[config.mk]
export PLATFORM = sky130hd
export DESIGN_NAME = sram_port_arbiter
export DESIGN_NICKNAME = d
export VERILOG_FILES = /design/src/rtl/sram_port_arbiter.sv
export SDC_FILE = /design/constraint.sdc
export NUM_CORES = 1
export LEC_CHECK = 0
export BUFFER_PORTS_ARGS = -buffer_cell sky130_fd_sc_hd__buf_2
export CAP_MARGIN = 5
export CELL_PAD_IN_SITES_DETAIL_PLACEMENT = 1
export CELL_PAD_IN_SITES_GLOBAL_PLACEMENT = 2
export CORE_ASPECT_RATIO = 2
export CORE_MARGIN = 1.5
export CORE_UTILIZATION = 23
export CTS_CLUSTER_DIAMETER = 80
export DETAILED_ROUTE_END_ITERATION = 6
export PLACE_DENSITY = 0.76
export REMOVE_ABC_BUFFERS = 1
export SYNTH_ARGS = -nofsm -noshare
export SYNTH_HDL_FRONTEND = slang
export SYNTH_SLANG_ARGS = --single-unit
[constraint.sdc]
create_clock -name clk -period 1.78 [get_ports clk]
set_input_delay 0.178 -clock clk [delete_from_list [all_inputs] [get_ports clk]]
set_output_delay 0.178 -clock clk [all_outputs]
set_load 0.05 [all_outputs]
[src/rtl/sram_port_arbiter.sv]
// Two-port round-robin arbiter in front of a single-port image SRAM; port A reads, port B reads/writes.
// Optional ARB_STATS_EN adds saturating contention / A-grant counters.
module sram_port_arbiter #(
    parameter int ADDR_W   = 16,
    parameter int DATA_W   = 8,
    parameter int MAX_HOLD = 4
) (
    input  logic              clk,
    input  logic              rst_n,
    input  logic              a_req,
    input  logic [ADDR_W-1:0] a_addr,
    output logic              a_gnt,
    output logic              a_rvalid,
    output logic [DATA_W-1:0] a_rdata,
    input  logic              b_req,
    input  logic              b_we,
    input  logic [ADDR_W-1:0] b_addr,
    input  logic [DATA_W-1:0] b_wdata,
    output logic              b_gnt,
    output logic              b_rvalid,
    output logic [DATA_W-1:0] b_rdata,
    output logic              sram_en,
    output logic              sram_wen,
    output logic [ADDR_W-1:0] sram_addr,
    output logic [DATA_W-1:0] sram_d,
    input  logic [DATA_W-1:0] sram_q
`ifdef ARB_STATS_EN
    ,
    output logic [15:0]       conflict_cnt,
    output logic [15:0]       a_gnt_cnt
`endif
);

    // state   | meaning
    // IDLE    | no grant last cycle
    // OWN_A   | last grant went to A
    // OWN_B   | last grant went to B
    typedef enum logic [1:0] {IDLE, OWN_A, OWN_B} state_t;

    localparam logic [3:0] MAX_HOLD_C = 4'(MAX_HOLD);

    state_t            state_q, state_d;
    logic              last_b_q;
    logic [3:0]        hold_q, hold_d;
    logic              s1_valid_q, s1_b_q, s2_valid_q, s2_b_q;
    logic [DATA_W-1:0] a_rdata_q, b_rdata_q;
    logic              both_req;

    assign both_req = a_req && b_req;

    // Grants are suppressed while reset is asserted so no request is consumed.
    always_comb begin
        a_gnt   = 1'b0;
        b_gnt   = 1'b0;
        state_d = IDLE;
        hold_d  = 4'd0;
        if (rst_n) begin
            if (a_req && !b_req) begin
                a_gnt = 1'b1;
            end else if (b_req && !a_req) begin
                b_gnt = 1'b1;
            end else if (both_req) begin
                case (state_q)
                    OWN_A: begin
                        if (hold_q < MAX_HOLD_C) a_gnt = 1'b1;
                        else                     b_gnt = 1'b1;
                    end
                    OWN_B: begin
                        if (hold_q < MAX_HOLD_C) b_gnt = 1'b1;
                        else                     a_gnt = 1'b1;
                    end
                    default: begin
                        if (last_b_q) a_gnt = 1'b1;
                        else          b_gnt = 1'b1;
                    end
                endcase
            end
        end
        if (a_gnt)      state_d = OWN_A;
        else if (b_gnt) state_d = OWN_B;
        if ((a_gnt || b_gnt) && both_req) begin
            if ((a_gnt && state_q == OWN_A) || (b_gnt && state_q == OWN_B))
                hold_d = hold_q + 4'd1;
            else
                hold_d = 4'd1;
        end
    end

    always_ff @(posedge clk) begin
        if (!rst_n) begin
            state_q    <= IDLE;
            last_b_q   <= 1'b1;
            hold_q     <= 4'd0;
            sram_en    <= 1'b0;
            sram_wen   <= 1'b1;
            sram_addr  <= '0;
            sram_d     <= '0;
            s1_valid_q <= 1'b0;
            s1_b_q     <= 1'b0;
            s2_valid_q <= 1'b0;
            s2_b_q     <= 1'b0;
            a_rdata_q  <= '0;
            b_rdata_q  <= '0;
        end else begin
            state_q <= state_d;
            hold_q  <= hold_d;
            if (a_gnt)      last_b_q <= 1'b0;
            else if (b_gnt) last_b_q <= 1'b1;

            sram_en  <= a_gnt || b_gnt;
            sram_wen <= !(b_gnt && b_we);
            if (a_gnt) begin
                sram_addr <= a_addr;
                sram_d    <= '0;
            end else if (b_gnt) begin
                sram_addr <= b_addr;
                sram_d    <= b_we ? b_wdata : '0;
            end

            // Tag follows the read through the SRAM's register + access stages.
            s1_valid_q <= a_gnt || (b_gnt && !b_we);
            s1_b_q     <= b_gnt;
            s2_valid_q <= s1_valid_q;
            s2_b_q     <= s1_b_q;

            a_rdata_q <= a_rdata;
            b_rdata_q <= b_rdata;
        end
    end

    assign a_rvalid = s2_valid_q && !s2_b_q;
    assign b_rvalid = s2_valid_q &&  s2_b_q;
    assign a_rdata  = a_rvalid ? sram_q : a_rdata_q;
    assign b_rdata  = b_rvalid ? sram_q : b_rdata_q;

`ifdef ARB_STATS_EN
    always_ff @(posedge clk) begin
        if (!rst_n) begin
            conflict_cnt <= 16'd0;
            a_gnt_cnt    <= 16'd0;
        end else begin
            if (both_req && conflict_cnt != 16'hFFFF) conflict_cnt <= conflict_cnt + 16'd1;
            if (a_gnt && a_gnt_cnt != 16'hFFFF)       a_gnt_cnt    <= a_gnt_cnt + 16'd1;
        end
    end
`endif

endmodule

Yosys cells after proc, flatten, opt, wreduce, memory -nomap -nowiden
Index checks and enable logic that the tools add are counted.
- add/sub/neg operators: 1
- magnitude comparators: 1
- eq/ne operators: 2
- mux-type cells: 24
- bitwise gates (word level): 1
- reduce and logical (&&, ||, !) cells: 22
- operator list (kind ; count):
    $mux W16 ; 2
    $mux W8 ; 3
    $mux W1 ; 16
    $logic_and A1 B1 Y1 ; 10
    $logic_not A1 Y1 ; 5
    $add A4 B1 Y4 const B ; 1
    $lt A4 B3 Y1 const B ; 1
    $pmux W1 S2 ; 2
    $logic_or A1 B1 Y1 ; 3
    $reduce_and A3 Y1 ; 1
    $eq A2 B1 Y1 const B ; 1
    $eq A2 B2 Y1 const B ; 1
    $mux W2 ; 1
    $reduce_and A2 Y1 ; 1
    $reduce_bool A2 Y1 ; 1
    $reduce_or A2 Y1 ; 1
    $not A1 Y1 ; 1
- register bits: 53
- bits of input ports: 53
- output and inout bits: 46
- word-level logic and storage cells: 66

Longest topological paths before layout
- depth after elaboration: 10
- depth in mapped cells: 10
- depth with buffers taken out: 8

Least setup slack after synthesis
No wires, ideal clock.
- kind: flip-flop to flip-flop
- start point: reg state_q[0]
- end point: reg sram_d[0]
- setup time: 0.071 ns
- arrival time: 1.819 ns
- data required time: 1.709 ns
- slack: -0.110 ns
- cell stages (with the launch flop): 11
- path buffers: 2
- period minus slack after synthesis: 1.890 ns
- cells stage by stage: dfxtp_1 > inv_1 > ha_1 > or3b_1 > a21o_1 > a21o_1 > buf_6 > clkinv_4 > buf_8 > nand3_1 > a21oi_1
- elaborated cells between the ends (all ways): 13
- those cells by class: 2 x eq/ne; 10 x mux; 1 x reduce/logical
- RTL lines (item ; line ; RTL):
    start, declared ; 42 ; state_t state_q, state_d;
    start signal, assigned ; 105 ; state_q <= state_d;
    $eq A2 B2 Y1 / $eq A2 B1 Y1 (equally long branches) ; 63 ; case (state_q)
    $pmux W1 S2 * ; 63 ;
    $mux W1 * ; 62 ; end else if (both_req) begin
    $mux W1 * ; 60 ; end else if (b_req && !a_req) begin
    $mux W1 * ; 58 ; if (a_req && !b_req) begin
    $mux W1 * ; 57 ; if (rst_n) begin
    named net b_gnt ; 19 ; output logic b_gnt,
    end signal, assigned ; 117 ; sram_d <= b_we ? b_wdata : '0;
    end, declared ; 25 ; output logic [DATA_W-1:0] sram_d,
Mark *: on every way through the listed nets, which the timed path passes. The rest lies on a longest branch.
A chain may end at the register's enable or synchronous reset.

Worst setup path after layout
- start point: reg state_q[0]
- end point: out b_gnt
- cells in the longest elaborated chain, start to end: 6
- elaborated cells between the ends (all ways): 7
- those cells by class: 2 x eq/ne; 5 x mux
- RTL lines (item ; line):
    $eq A2 B2 Y1 / $eq A2 B1 Y1 (equally long branches) ; 63
    $pmux W1 S2 * ; 63
    $mux W1 * ; 62
    $mux W1 * ; 60
    $mux W1 * ; 58
    $mux W1 * ; 57
    end, declared ; 19
Mark *: on every way between the ends. The rest lies on a longest branch, timed or not.

==> results.md <==
| Quantity | Value |
| --- | --- |
| Horiz. Die Dim | 71.2 um |
| Die area | 0.00994 mm2 |
| List of cells traversed by the critical path | inv_2, ha_4, or3b_4, a21o_1, a21o_1, clkinv_4, buf_8 |
| Worst clock skew on the final layout | 0.00290 ns |
| TritonCTS clock tree | yes |
| Reg-to-reg slack, setup | -0.14 ns |
| Maximum number of pins on one net before global-route repair | 36 |
| Worst slew margin relative to its limit | 0.787 |
| Total congestion overflow | 0 |
| Net total in the final layout | 411 |
| Hold Path Class | input port to flop |
| Count of mapped cells out of synthesis | 237 |
| Num CTS Buffers | 5 |
| Area of placed instances | 0.00283 mm2 |
| Max-cap check violation count | 0 |
| Number of warnings reported in the yosys synthesis log | 0 |
| Core Area | 0.00901 mm2 |
| Height of the die | 139 um |
| Fill cell instance count of the final layout | 1079 |
| Detailed placer's ending HPWL | 4970 um |
| CP dominant cell by count | a21o_1 |
| GRT Overall Usage | 0.135 |
| IO buf count | 98 |
| Peak VDD IR | 562 uV |
| Average size of a mapped cell | 9.04 um2 |
| Via count | 2109 |
| Number of antenna violations at the first check in global routing | 0 |
| Count of cells along the worst register-to-register path | 10 |
| Crit path setup slack, layout | -0.206 ns |
| Reg-to-reg startpoint | state_q[0] |
| Number of rows created at floorplan | 49 |
| Startpoint class of the critical path | flop |
| Vias per std cell | 4.60 |
| Initial cell density of the core | 0.238 |
| Maximum clock insertion buffer count | 2 |
| Non-Filler Cell Area, Final | 0.00328 mm2 |
| Dominant synthesized flop cell | dfxtp_1 |
| Static leakage | 1.55 nW |
| Endpoint required time on the critical path | 1.60 ns |
| Critical path type | flop to output port |
| First-pass GRT wire length | 10600 um |
| Clock period minus worst slack | 1.99 ns |
| Start point of the worst min-delay path | b_addr[15] |
| Post-synthesis sequential area ratio | 0.495 |
| Delay of the slowest cell on the worst path | 0.37 ns |
| Final number of hold-violating endpoints | 0 |
| FF+latch count, synth | 53 |
| Drt initial violations | 43 |
| Drt first pass iters | 4 |
| Hold Path Sink | sram_addr[15] |
| PD cells | 938 mW/mm2 |
| Area of the mapped netlist | 0.00214 mm2 |
| Antenna diodes | 0 |
| Combined area of the multi-input logic cells | 0.00110 mm2 |
| Start point of the critical path | state_q[0] |
| Source-to-sink clock delay at the later pin of the worst-skew pair | 0.29 ns |
| Max H-tree Level | 2 |
| Routability cong. | 0.764 |
| Antenna Nets Post-Route | 0 |
| Share of layout cells above drive strength 1 | 0.528 |
| Highest clock rate | 0.504 GHz |
| Count of flip-flops with a built-in enable after synthesis | 0 |
| Final count of negative-setup-slack endpoints | 30 |
| Clock slew at reported path FFs | 0.07 ns |
| Ys async rst share | 0 |
| Overall Power | 0.00307 W |
| Post-route DRC | 0 |
| Result of the run | finished, violations left |
| Type of element capturing the critical path | output port |
| Violated checks | setup timing |
| I/O pin count | 99 |
| Commonest non-fill, non-tap cell in the layout | buf_2 |
| Setup repair after global routing missed its margin | yes |
| Number of slew-limit violations in the final report | 0 |
| Area of all sequential standard cells | 0.00107 mm2 |
| Cell family with the largest share of critical-path delay | compound AO/OA/AOI/OAI gates |
| Max stage delay cell, worst path | or3b_4 |
| Crit Reg-Reg Endpoint | sram_addr[7] |
| Fraction of the core area covered by cells at the end of the flow | 0.364 |
| Number of clock sinks | 53 |
| Vias in the first global route | 2191 |
| Area Overhead vs Synth | 53.0% |
| Unique masters post-synth | 28 |
| Detail-routed net length per standard cell | 14.6 um |
| Worst hold path cell count | 3 |
| Worst path buffer plus inverter count | 3 |
| Most frequent cells in the layout | 96 x buf_2, 51 x dfxtp_1, 39 x nand2_1, 18 x and2_1 |
| Clk root buf | clkbuf_16 |
| Total Wirelength | 6700 um |
| Worst slew pin tran | 0.319 ns |
| Data arrival time of the critical path | 1.81 ns |
| Part of the cycle the worst path needs | 1.12 |
| Highest fanout seen on the critical path | 4 |
## area by class of cell
type / instances / share of cell area
clock buffers: 6 / 0.0393
clock inverters: 2 / 0.00458
inverters: 11 / 0.0141
multi-input cells: 159 / 0.337
flip-flops and latches: 53 / 0.325
well taps: 102 / 0.0389
repair buffers: 125 / 0.241
## routing by layer
metal  vias to the layer above  global-route usage  part of all wire
met5                         -                   0                 0
met1                      1007               0.130              0.34
met3                         5              0.0196             0.037
li1                       1037                   -                 -
met2                        60               0.269              0.61
met4                         0              0.0536             0.018
## cell families after synthesis
| family | count (synthesis) | synth area share |
|---|---|---|
| muxes | 16 | 0.0841 |
| buffers and inverters | 25 | 0.0590 |
| xor gates and xnor gates | 2 | 0.00818 |
| AOI/OAI and AO/OA | 56 | 0.157 |
| and+or+nand+nor | 82 | 0.179 |
| adders and majority gates | 3 | 0.0175 |
| DFF | 53 | 0.495 |
## report_power, final
| group | switching (W) | internal (W) | total, W |
|---|---|---|---|
| Clock | 0.000444 | 0.000523 | 0.000967 |
| Sequential | 0.0000392 | 0.00126 | 0.00130 |
| Combinational | 0.000511 | 0.000297 | 0.000808 |
| Total | 0.000994 | 0.00208 | 0.00307 |
## per-stage QoR
stage	setup TNS [ns]	hold slack, ns	worst slack (ns)	std cells
after CTS	-3.14	0.133	-0.199	458
after floorplan	-13.73	0.240	-0.534	223
final	-2.98	0.134	-0.206	458
after detailed placement	-2.67	0.428	-0.164	443
after global routing	-6.02	0.131	-0.285	458
after global placement	-1.28	0.416	-0.0885	443
## Yosys cell counts, types with 3 or more instances
cell type  instances  area (um2)
a21oi_1           12        60.1
a31oi_1           16         100
and2_1            18         113
and3_1             4        25.0
clkbuf_1          10        37.5
dfxtp_1           53        1060
ha_1               3        37.5
inv_1             10        37.5
mux2_2            16         180
nand2_1           47         176
nand3_1            9        45.0
o21ai_0           19        95.1
## worst min-delay path, cell delays in order
cell,delay (ns)
buf_2,0.10
nand2_1,0.04
a31oi_1,0.06
## state kept, by name (all words and copies together) (netlist names)
signal / flops
sram_addr: 16
a_rdata_q: 8
b_rdata_q: 8
sram_d: 8
hold_q: 4
state_q: 2
last_b_q: 1
s1_b_q: 1
s1_valid_q: 1
s2_b_q: 1
s2_valid_q: 1
sram_en: 1
sram_wen: 1
## worst max-delay path by stage
| stage | end | slack, ns | cells after the start |
|---|---|---|---|
| final | b_gnt | -0.21 | 7 |
| after global routing | b_gnt | -0.29 | 7 |
| after CTS | b_gnt | -0.20 | 7 |
| after detailed placement | sram_addr[7] | -0.16 | 9 |
| after global placement | sram_addr[8] | -0.09 | 9 |
| after floorplan | hold_q[1] | -0.53 | 8 |
## what timing repair did
action	in CTS	in global routing
setup endpoints to repair	39	40
gates resized for setup	25	39
pin swaps	11	33
buffers inserted	6	1
hold buffers	0	0
gates cloned	1	0
No activity file was read; power rests on OpenSTA's default activity.
